===== src/rtl/oam_dma_arbiter.sv =====
// rtl/oam_dma_arbiter.sv - OAM DMA engine sharing the single test-memory port with the SM83 core
//
// Purpose:
//   Sits between the CPU bus and the memory model. A CPU write to DMA_REG_ADDR
//   starts (or restarts) a copy of DMA_LEN bytes from {src_hi,8'h00} to DST_BASE,
//   one byte every BYTE_CYCLES clocks. While the copy runs, only HRAM and the DMA
//   register remain reachable by the CPU.
//
// Ports:
//   clk, rst                      clock (rising edge), asynchronous active-high reset
//   cpu_rd, cpu_wen               CPU read / write strobes
//   cpu_addr, cpu_w_data          CPU address / write data
//   cpu_r_data                    CPU read data (combinational)
//   cpu_stall                     CPU must hold its access this cycle
//   mem_r_addr, mem_r_data        memory read address / combinational read data
//   mem_w_addr, mem_w_data        memory write address / data
//   mem_wen                       memory write enable
//   dma_busy                      transfer in progress
//   dma_src_hi                    DMA source register contents
//
// Build option:
//   OAM_DMA_BUS_CONFLICT_EN  defined: blocked CPU reads return 8'hFF and blocked
//                            writes are dropped, no stall.
//                            undefined: blocked accesses stall until the transfer ends.

module oam_dma_arbiter #(
    parameter logic [15:0] DMA_REG_ADDR = 16'hFF46,
    parameter logic [15:0] DST_BASE     = 16'hFE00,
    parameter int          DMA_LEN      = 160,
    parameter int          BYTE_CYCLES  = 4,
    parameter logic [15:0] HRAM_LO      = 16'hFF80,
    parameter logic [15:0] HRAM_HI      = 16'hFFFE
) (
    input  logic        clk,
    input  logic        rst,
    input  logic        cpu_rd,
    input  logic        cpu_wen,
    input  logic [15:0] cpu_addr,
    input  logic [7:0]  cpu_w_data,
    output logic [7:0]  cpu_r_data,
    output logic        cpu_stall,
    output logic [15:0] mem_r_addr,
    output logic [15:0] mem_w_addr,
    output logic [7:0]  mem_w_data,
    output logic        mem_wen,
    input  logic [7:0]  mem_r_data,
    output logic        dma_busy,
    output logic [7:0]  dma_src_hi
);

    localparam int              SUB_W    = $clog2(BYTE_CYCLES);
    localparam logic [SUB_W-1:0] SUB_LAST = SUB_W'(BYTE_CYCLES - 1);
    localparam logic [7:0]       IDX_LAST = 8'(DMA_LEN - 1);

    typedef enum logic {
        ST_IDLE = 1'b0,
        ST_XFER = 1'b1
    } state_t;

    state_t           state_q, state_d;
    logic [7:0]       src_hi_q, src_hi_d;
    logic [7:0]       idx_q, idx_d;
    logic [SUB_W-1:0] sub_q, sub_d;

    logic reg_hit;
    logic reg_wr;
    logic hram_hit;
    logic permitted;
    logic slot;
    logic cpu_access;

    assign reg_hit    = (cpu_addr == DMA_REG_ADDR);
    assign reg_wr     = cpu_wen && reg_hit;
    assign hram_hit   = (cpu_addr >= HRAM_LO) && (cpu_addr <= HRAM_HI);
    assign permitted  = hram_hit || reg_hit;
    assign cpu_access = cpu_rd || cpu_wen;
    // The last sub-cycle of each byte period owns the memory port.
    assign slot       = (state_q == ST_XFER) && (sub_q == SUB_LAST);

    assign dma_busy   = (state_q == ST_XFER);
    assign dma_src_hi = src_hi_q;

    // State register
    always_ff @(posedge clk or posedge rst) begin
        if (rst) begin
            state_q  <= ST_IDLE;
            src_hi_q <= 8'hFF;
            idx_q    <= 8'h00;
            sub_q    <= '0;
        end else begin
            state_q  <= state_d;
            src_hi_q <= src_hi_d;
            idx_q    <= idx_d;
            sub_q    <= sub_d;
        end
    end

    // Next-state logic
    always_comb begin
        state_d  = state_q;
        src_hi_d = src_hi_q;
        idx_d    = idx_q;
        sub_d    = sub_q;
        // A register write always (re)starts the copy, even on the final slot,
        // so it takes priority over the end-of-transfer return to idle.
        if (reg_wr) begin
            state_d  = ST_XFER;
            src_hi_d = cpu_w_data;
            idx_d    = 8'h00;
            sub_d    = '0;
        end else if (state_q == ST_XFER) begin
            if (slot) begin
                sub_d = '0;
                if (idx_q == IDX_LAST) begin
                    state_d = ST_IDLE;
                    idx_d   = 8'h00;
                end else begin
                    idx_d = idx_q + 8'd1;
                end
            end else begin
                sub_d = sub_q + SUB_W'(1);
            end
        end
    end

    // Output logic
    always_comb begin
        mem_r_addr = cpu_addr;
        mem_w_addr = cpu_addr;
        mem_w_data = cpu_w_data;
        mem_wen    = cpu_wen && !reg_hit;
        cpu_r_data = reg_hit ? src_hi_q : mem_r_data;
        cpu_stall  = 1'b0;

        if (state_q == ST_XFER) begin
            if (!permitted) begin
`ifdef OAM_DMA_BUS_CONFLICT_EN
                cpu_r_data = 8'hFF;
`else
                cpu_stall  = cpu_access;
`endif
                mem_wen = 1'b0;
            end
            if (slot) begin
                // Source index wraps inside the low byte; src_hi is not masked.
                mem_r_addr = {src_hi_q, idx_q};
                mem_w_addr = DST_BASE + {8'h00, idx_q};
                mem_w_data = mem_r_data;
                mem_wen    = 1'b1;
                // The following cycle is never a slot (BYTE_CYCLES >= 2), so a
                // permitted access held here completes one cycle later.
                if (permitted) begin
                    cpu_stall = cpu_access;
                end
            end
        end

        if (rst) begin
            mem_wen   = 1'b0;
            cpu_stall = 1'b0;
        end
    end

endmodule


===== config.mk =====
export PLATFORM = sky130hd
export DESIGN_NAME = oam_dma_arbiter
export DESIGN_NICKNAME = d
export VERILOG_FILES = /design/src/rtl/oam_dma_arbiter.sv
export SDC_FILE = /design/constraint.sdc
export NUM_CORES = 1
export LEC_CHECK = 0
export CAP_MARGIN = 25
export CELL_PAD_IN_SITES_DETAIL_PLACEMENT = 1
export CELL_PAD_IN_SITES_GLOBAL_PLACEMENT = 2
export CORE_MARGIN = 4
export CORE_UTILIZATION = 19
export DETAILED_ROUTE_END_ITERATION = 10
export PLACE_DENSITY_LB_ADDON = 0.12
export SLEW_MARGIN = 10
export SYNTH_ARGS = -nofsm -noshare
export SYNTH_HDL_FRONTEND = slang
export SYNTH_SLANG_ARGS = --single-unit

===== constraint.sdc =====
create_clock -name clk -period 2.8 [get_ports clk]
set_input_delay 0.7 -clock clk [delete_from_list [all_inputs] [get_ports clk]]
set_output_delay 0.7 -clock clk [all_outputs]
set_load 0.01 [all_outputs]

Word-level counts from Yosys, hierarchy flattened

Cells that the tools add are included.

Output and inout port bits: 59
Flip-flop bits (word level): 19
Bits of input ports: 36
Logic and storage cells: 49

Equality and inequality tests: 3
Reduce and logical (&&, ||, !) cells: 10
Mux-type cells: 27
$lt $le $gt $ge: 2
$add $sub $neg: 3

Operators by type and width:

| operator                                                | count |
|---|---|
| two-way mux 16 bit                                      | 4 |
| two-way mux 8 bit                                       | 7 |
| equality test 16 bit (second input constant)            | 1 |
| >= comparator 16 bit (second input constant)            | 1 |
| less-or-equal comparator 16 bit (second input constant) | 1 |
| two-way mux 1 bit                                       | 13 |
| adder 10 x 9 -> 11 bit (first input constant)           | 1 |
| adder 8 x 1 -> 8 bit (second input constant)            | 1 |
| equality test 8 bit (second input constant)             | 1 |
| two-way mux 2 bit                                       | 3 |
| logical AND 1 bit                                       | 4 |
| nonzero test 2 bit                                      | 2 |
| adder 2 x 1 -> 2 bit (second input constant)            | 1 |
| equality test 2 bit (second input constant)             | 1 |
| logical OR 1 bit                                        | 2 |
| AND reduction 2 bit                                     | 1 |
| logical NOT 1 bit                                       | 1 |

Depth between registers and ports, before layout

Gate-level depths: netlist of run 1.

Depth after elaboration: 8
Gate-level depth with buffers: 7
Depth with buffers taken out: 5

Least setup slack after synthesis of run 1

No wires, ideal clock.

Path type: input to output
Start point: input port cpu_addr[5]
End point: output port cpu_r_data[0]
Cell stages on the path: 4
Buffers on the path: 1
Path slack: 83 ps
Arrival time: 2,017 ps
Required time: 2,100 ps
Cells stage by stage: or4_4 nor4_4 buf_6 mux2_2

Word-level cells in the longest chain between the ends: 2

RTL lines:

| what                 | line | text |
|---|---|---|
| start, declared      | 38   | `input logic [15:0] cpu_addr,` |
| equality test 16 bit | 72   | `assign reg_hit = (cpu_addr == DMA_REG_ADDR);` |
| two-way mux 8 bit    | 132  | `cpu_r_data = reg_hit ? src_hi_q : mem_r_data;` |
| end, declared        | 40   | `output logic [7:0] cpu_r_data,` |

No other way between the ends.

Worst setup path in the final report of run 1

Start point: input port cpu_addr[3]
End point: output port cpu_r_data[2]

Same word-level chain as after synthesis.

==> out/metrics.yaml, run 1 <==
worst_setup_path:
  r2r_cells: 5
  crit_type: "input pin to output pin"
  startpoint_type: "input pin"
  worstPathCellList: "buf_6, or4_4, nor4_4, buf_4, buf_12, mux2_4, buf_6"
  crit_top_cell: "buf_6"
  crit_fanout: 6
  cp_data_required_time_ns: 2.10
  cp_slowest_cell: "or4_4"
  critPathCaptureType: "output pin"
  reg2reg_slack_ns: 1.12
  arrival_ns: 2.30
  r2r-end: "idx_q[3]$_DFFE_PP0P_"
  slowest_delay_ns: 0.54
  rr_startpoint: "idx_q[0]$_DFFE_PP0P_"
drt:
  via_per_inst: 4.35
  wirelength_um: 6550
  num_vias: 1781
  dr.pass1.iters: 4
  drt_iter0_drc: 55
  detail_route.wl_per_cell_um: 16.0
  ant_nets: 0
  drcViolationCount: 0
power:
  peakVddDrop_mv: 0.145
  powerDensity_nw_per_um2: 248
  p_leak_nw: 1.31
sta:
  rsz0062_at_grt: "yes"
  setup_slack_ns: -0.198
  fin_skew_ns: 0.00693
  final.period_utilization_pct: 107
  whs_ns: 0.593
  period_needed_ns: 3.00
  slew_viol_final: 0
  hold_viol: 0
  setup-violations-final: 10
  maxSlewHeadroom_pct: 60.9
  worst_pin_slew_ns: 0.585
  timing.fmax_mhz: 334
global_routing:
  antenna_found_initial: 0
  track_usage_pct: 13.7
  grt_max_degree: 30
  grt_pass1_wl_um: 10300
  grt_pass1_vias: 1938
  gr-total-overflow: 0
min_path:
  holdCritPathClass: "flip-flop to flip-flop"
  min_to: "sub_q[1]$_DFFE_PP0P_"
  hp-start: "sub_q[1]$_DFFE_PP0P_"
  holdPathStages: 2
clock_network:
  clockBufferDepth: 2
  tritoncts: "built"
  htree_levels: 1
  clk_pin_slew_worst_paths_ns: 0.09
  ctsHoldBuffers: 0
  cts_root_buf: "clkbuf_8"
  numCtsBuffers: 3
  clkLatencyLatePin_ns: 0.27
  clock_sinks: 19
final_layout:
  layout_commonest_cell: "nand2_1"
  final_cell_area_sq_um: 2840
  seq_area_sq_um: 487
  synthToLayoutAreaGrowth_pct: 88.4
  final_cell_mix: "nand2_1, clkdlybuf4s50_1, buf_4, nor2_1, buf_6"
  multi_input_area_sq_um: 966
  n_antenna_cell: 0
  nFillCells: 927
  num-nets-final: 346
  drive_gt1_share_pct: 30.0
run:
  cap_violations: 0
status:
  violations: "negative setup slack"
  status: "complete, but fails checks"
placed_design:
  dpl_cell_area_sq_um: 2690
  portBuffers: 94
  hpwl_um: 4980
  gp_congestion: 0.696
  pre_cts_ws_ns: -0.901
synthesis:
  yosys_warnings: 0
  synth-simple-area-share_pct: 38.2
  synthMuxAreaShare_pct: 13.1
  ys_types: 34
  synth_top_family_by_area: "simple AND/OR/NAND/NOR gates"
  syn_area_sq_um: 1510
  synth_compound_area_share_pct: 4.49
  syn_avg_cell_area_sq_um: 7.69
  synth-xor-area-share_pct: 2.33
  ys_ff_latch: 19
  ys_seq_area_share_pct: 32.2
  synth_fp_nets: 234
  synth_adder_area_share_pct: 1.66
  synth_cells: 196
floorplan:
  initial_core_util_pct: 19.5
  num_rows: 32
  coreArea_sq_um: 7730
  dieHeight_um: 97.0
  die_area_sq_um: 9420
  io_pins: 95
  fp.dieW_um: 97.0
==> how the worst max path moves through the flow <==
stage	start	end	slack, ns	depth (start not counted)
3_3_place_gp	cpu_addr[5]	cpu_r_data[0]	-0.88	6
5_1_grt	cpu_addr[3]	cpu_r_data[7]	-0.25	7
6_report	cpu_addr[3]	cpu_r_data[2]	-0.20	7
2_1_floorplan	cpu_addr[5]	cpu_r_data[0]	0.08	4
4_1_cts	cpu_addr[7]	cpu_r_data[3]	-0.29	7
3_5_place_dp	cpu_addr[5]	cpu_r_data[3]	-0.90	6
==> worst max-delay path: cells and delay by family <==
family / cells / cell delay [ns]
simple gates: 2 / 0.78
mux: 1 / 0.31
buf+inv: 4 / 0.50
==> flip-flops by register name, summed over array words and instances, names as in the netlist <==
name and cells:
dma_src_hi 8, dma_busy 1, sub_q 2, idx_q 8
==> metal layers <==
metal | global-route usage, % | part of all wire, % | up-vias
li1 | - | - | 866
met1 | 17.2 | 45 | 858
met2 | 23.5 | 49 | 55
met3 | 3.60 | 5.7 | 2
met4 | 2.92 | 0.52 | 0
met5 | 0 | 0 | -
==> where the power goes <==
group          internal, W  total (W)  switching (W)
Clock             0.000101   0.000213       0.000112
Sequential        0.000276   0.000279     0.00000227
Combinational     0.000132   0.000213      0.0000811
Total             0.000509   0.000705       0.000195
==> logic make-up (layout without fill, tap and decap cells) <==
kind of cell	Yosys count	after routing
AO/OA/AOI/OAI	11	11
XOR/XNOR	4	4
adder cells (fa/ha/maj)	2	2
buffers and inverters	20	131
flip-flops	19	19
multiplexers	17	17
AND/OR/NAND/NOR	123	123
==> final cells by class <==
| cell class | count | area share, % |
|---|---|---|
| clock buffer | 3 | 1.46 |
| clock inverter | 1 | 0.265 |
| inverter | 2 | 0.265 |
| multi-input combinational | 157 | 34.0 |
| sequential | 19 | 17.2 |
| tap | 102 | 4.50 |
| timing repair buffer | 125 | 42.3 |
==> synth_stat cells, drive strengths merged <==
master / n / share of area, %
nand2b: 9 / 3.7
nand2: 79 / 20
and2: 3 / 1.2
xnor2: 1 / 0.58
inv: 2 / 0.50
mux2i: 1 / 0.66
or4b: 1 / 0.66
dfstp: 8 / 14
a311oi: 1 / 0.58
o31a: 1 / 0.58
clkbuf: 7 / 1.7
nand3b: 1 / 0.50
a21o: 1 / 0.50
ha: 2 / 1.7
dfrtp: 11 / 18
a211oi: 1 / 0.50
nor4: 1 / 1.4
nor2: 12 / 3.0
buf: 11 / 5.7
xor2: 3 / 1.7
nand3: 3 / 1.0
and3: 1 / 0.42
o21ai: 2 / 0.66
or4: 2 / 1.2
nor3: 2 / 0.66
nand4: 7 / 2.9
mux2: 16 / 12
nor4bb: 1 / 0.66
a21oi: 5 / 1.7
nand4b: 1 / 0.58
==> repair_timing <==
action	in CTS	in global routing
resized for setup	102	25
setup endpoints to repair	42	36
buffers inserted	3	2
gates cloned	1	0
hold endpoints to repair	0	0
pin swaps	7	8
==> metrics by stage <==
step / std cells / total power (W) / setup TNS, ns / utilization (%)
4_1_cts: 407 / 0.000717 / -2.66 / 36.2
6_report: 409 / 0.000705 / -1.76 / 36.7
3_5_place_dp: 399 / 0.000498 / -9.80 / 34.8
2_1_floorplan: 196 / 0.000348 / 0 / -
5_1_grt: 409 / 0.000746 / -2.30 / 36.7
3_3_place_gp: 399 / 0.000498 / -9.56 / 34.8
(Power assumes the default switching activity.)
==> inputs of run 2 (changes only) <==
Settings changed: REMOVE_ABC_BUFFERS set to 1.
==> out/metrics.yaml, run 2 (synthesis gave the netlist of run 1 again) <==
drt:
  num_vias: 1759  # -1.2%
  drt_iter0_drc: 25  # -55%
  ant_nets: 0  # unchanged
  via_per_inst: 4.25  # -2.4%
  dr.pass1.iters: 6  # +2
  wirelength_um: 6350  # -3.0%
  drcViolationCount: 0  # unchanged
  detail_route.wl_per_cell_um: 15.3  # -4.1%
sta:
  rsz0062_at_grt: "yes"
  fin_skew_ns: 0.00327  # -0.00366 ns
  setup-violations-final: 10  # unchanged
  setup_slack_ns: -0.196  # +0.00196 ns
  maxSlewHeadroom_pct: 71.7  # +11 points
  timing.fmax_mhz: 334  # about the same
  period_needed_ns: 3.00  # -0.00196 ns
  final.period_utilization_pct: 107  # about the same
  slew_viol_final: 0  # unchanged
  hold_viol: 0  # unchanged
  worst_pin_slew_ns: 0.419  # -0.167 ns
run:
  cap_violations: 0  # unchanged
clock_network:
  clock_sinks: 19  # unchanged
  htree_levels: 1  # unchanged
  clockBufferDepth: 2  # unchanged
  numCtsBuffers: 3  # unchanged
  clk_pin_slew_worst_paths_ns: 0.08  # about the same
  ctsHoldBuffers: 0  # unchanged
  cts_root_buf: "clkbuf_8"
  tritoncts: "built"
  clkLatencyLatePin_ns: 0.26  # about the same
worst_setup_path:
  worstPathCellList: "buf_6, or4_4, nor4_4, buf_6, mux2_4, buf_6"
  cp_data_required_time_ns: 2.10  # about the same
  critPathCaptureType: "output pin"
  critPathTopFamily: "simple AND/OR/NAND/NOR gates"
  cp_slowest_cell: "or4_4"
  crit_fanout: 6  # unchanged
  arrival_ns: 2.30  # about the same
  crit_top_cell: "buf_6"
  crit_buf_inv: 3  # -1
  startpoint_type: "input pin"
  slowest_delay_ns: 0.54  # about the same
  crit_type: "input pin to output pin"
status:
  status: "complete, but fails checks"
  violations: "negative setup slack"
power:
  p_leak_nw: 1.33  # +1.1%
  power_w: 0.000690  # -2.1%
  powerDensity_nw_per_um2: 243  # -2.1%
  peakVddDrop_mv: 0.132  # -9.1%
placed_design:
  pre_cts_ws_ns: -0.917  # -0.0157 ns
  portBuffers: 94  # unchanged
  hpwl_um: 4980  # about the same
  gp_congestion: 0.733  # +5.4%
floorplan:
  dieHeight_um: 97.0  # unchanged
  die_area_sq_um: 9420  # unchanged
  coreArea_sq_um: 7730  # unchanged
  initial_core_util_pct: 19.5  # unchanged
  num_rows: 32  # unchanged
  io_pins: 95  # unchanged
  fp.dieW_um: 97.0  # unchanged
global_routing:
  gr-total-overflow: 0  # unchanged
  track_usage_pct: 13.6  # -0.10 points
  grt_max_degree: 25  # -17%
  grt_pass1_vias: 1958  # +1.0%
  grt_pass1_wl_um: 10400  # +1.1%
  antenna_found_initial: 0  # unchanged
final_layout:
  num-nets-final: 351  # +1.4%
  utilization_pct: 36.7  # about the same
  drive_gt1_share_pct: 30.8  # +0.80 points
  synthToLayoutAreaGrowth_pct: 88.5  # about the same
  layout_commonest_cell: "nand2_1"
  n_antenna_cell: 0  # unchanged
  final_cell_mix: "nand2_1, clkdlybuf4s50_1, buf_4, buf_6, nor2_1"
min_path:
  holdCritPathClass: "flip-flop to flip-flop"
-- run 2: final cells by class --
class	count	area, sq um
Fill cell	926	4890
Timing Repair Buffer	130	1210
Multi-Input combinational cell	157	958
Sequential cell	19	485
Tap cell	102	128
Clock buffer	3	41.3
Inverter	2	7.51
Clock inverter	1	5.00
-- run 2: power breakdown --
| part | internal, W | leakage [nW] | switching [W] |
|---|---|---|---|
| registers | 0.000276 | 0.221 | 0.00000248 |
| logic | 0.000134 | 1.08 | 0.0000809 |
| clock network | 0.0000990 | 0.0255 | 0.0000968 |
| total | 0.000510 | 1.33 | 0.000180 |
-- run 2: final timing paths --
path,startpoint,end,slack [ns],cells past startpoint
max,cpu_addr[4],cpu_r_data[3],-0.20,6
min,sub_q[1]$_DFFE_PP0P_,sub_q[1]$_DFFE_PP0P_,0.55,2
min in group asynchronous,rst,idx_q[0]$_DFFE_PP0P_,0.81,2
max reg2reg,idx_q[0]$_DFFE_PP0P_,idx_q[3]$_DFFE_PP0P_,1.11,5
min reg2reg,sub_q[1]$_DFFE_PP0P_,sub_q[1]$_DFFE_PP0P_,0.55,2
max in group asynchronous,rst,dma_src_hi[1]$_DFFE_PP1P_,1.43,3
-- run 2: layer usage --
metal | up-vias | part of all wire [%] | global-route usage, %
met4 | 0 | 0.22 | 1.62
met1 | 835 | 45 | 17.5
li1 | 871 | - | -
met3 | 2 | 6.0 | 4.11
met2 | 51 | 49 | 23.0
met5 | - | 0 | 0
-- run 2: stage by stage --
stage | cells | hold WS [ns] | area [sq um] | TNS (ns)
after floorplan | 178 | 0.516 | 1390 | -0.781
after CTS | 413 | 0.554 | 2800 | -2.20
final | 414 | 0.550 | 2840 | -1.75
after global placement | 404 | 0.532 | 2700 | -10.03
after global routing | 414 | 0.589 | 2840 | -2.14
after detailed placement | 404 | 0.541 | 2700 | -10.37
-- run 2: timing repair --
action	4_1_cts	5_1_grt
pin swaps	9	5
gates cloned	1	0
resized for setup	119	16
setup buffers	4	3
endpoints found under the setup margin	38	33
-- run 2: worst register-to-register path, cell delays in order, from the launching register on --
cell	delay, ns
dfrtp_1	0.46
ha_1	0.28
nor4bb_1	0.45
nand2_1	0.19
nand2_1	0.09
a311oi_1	0.09
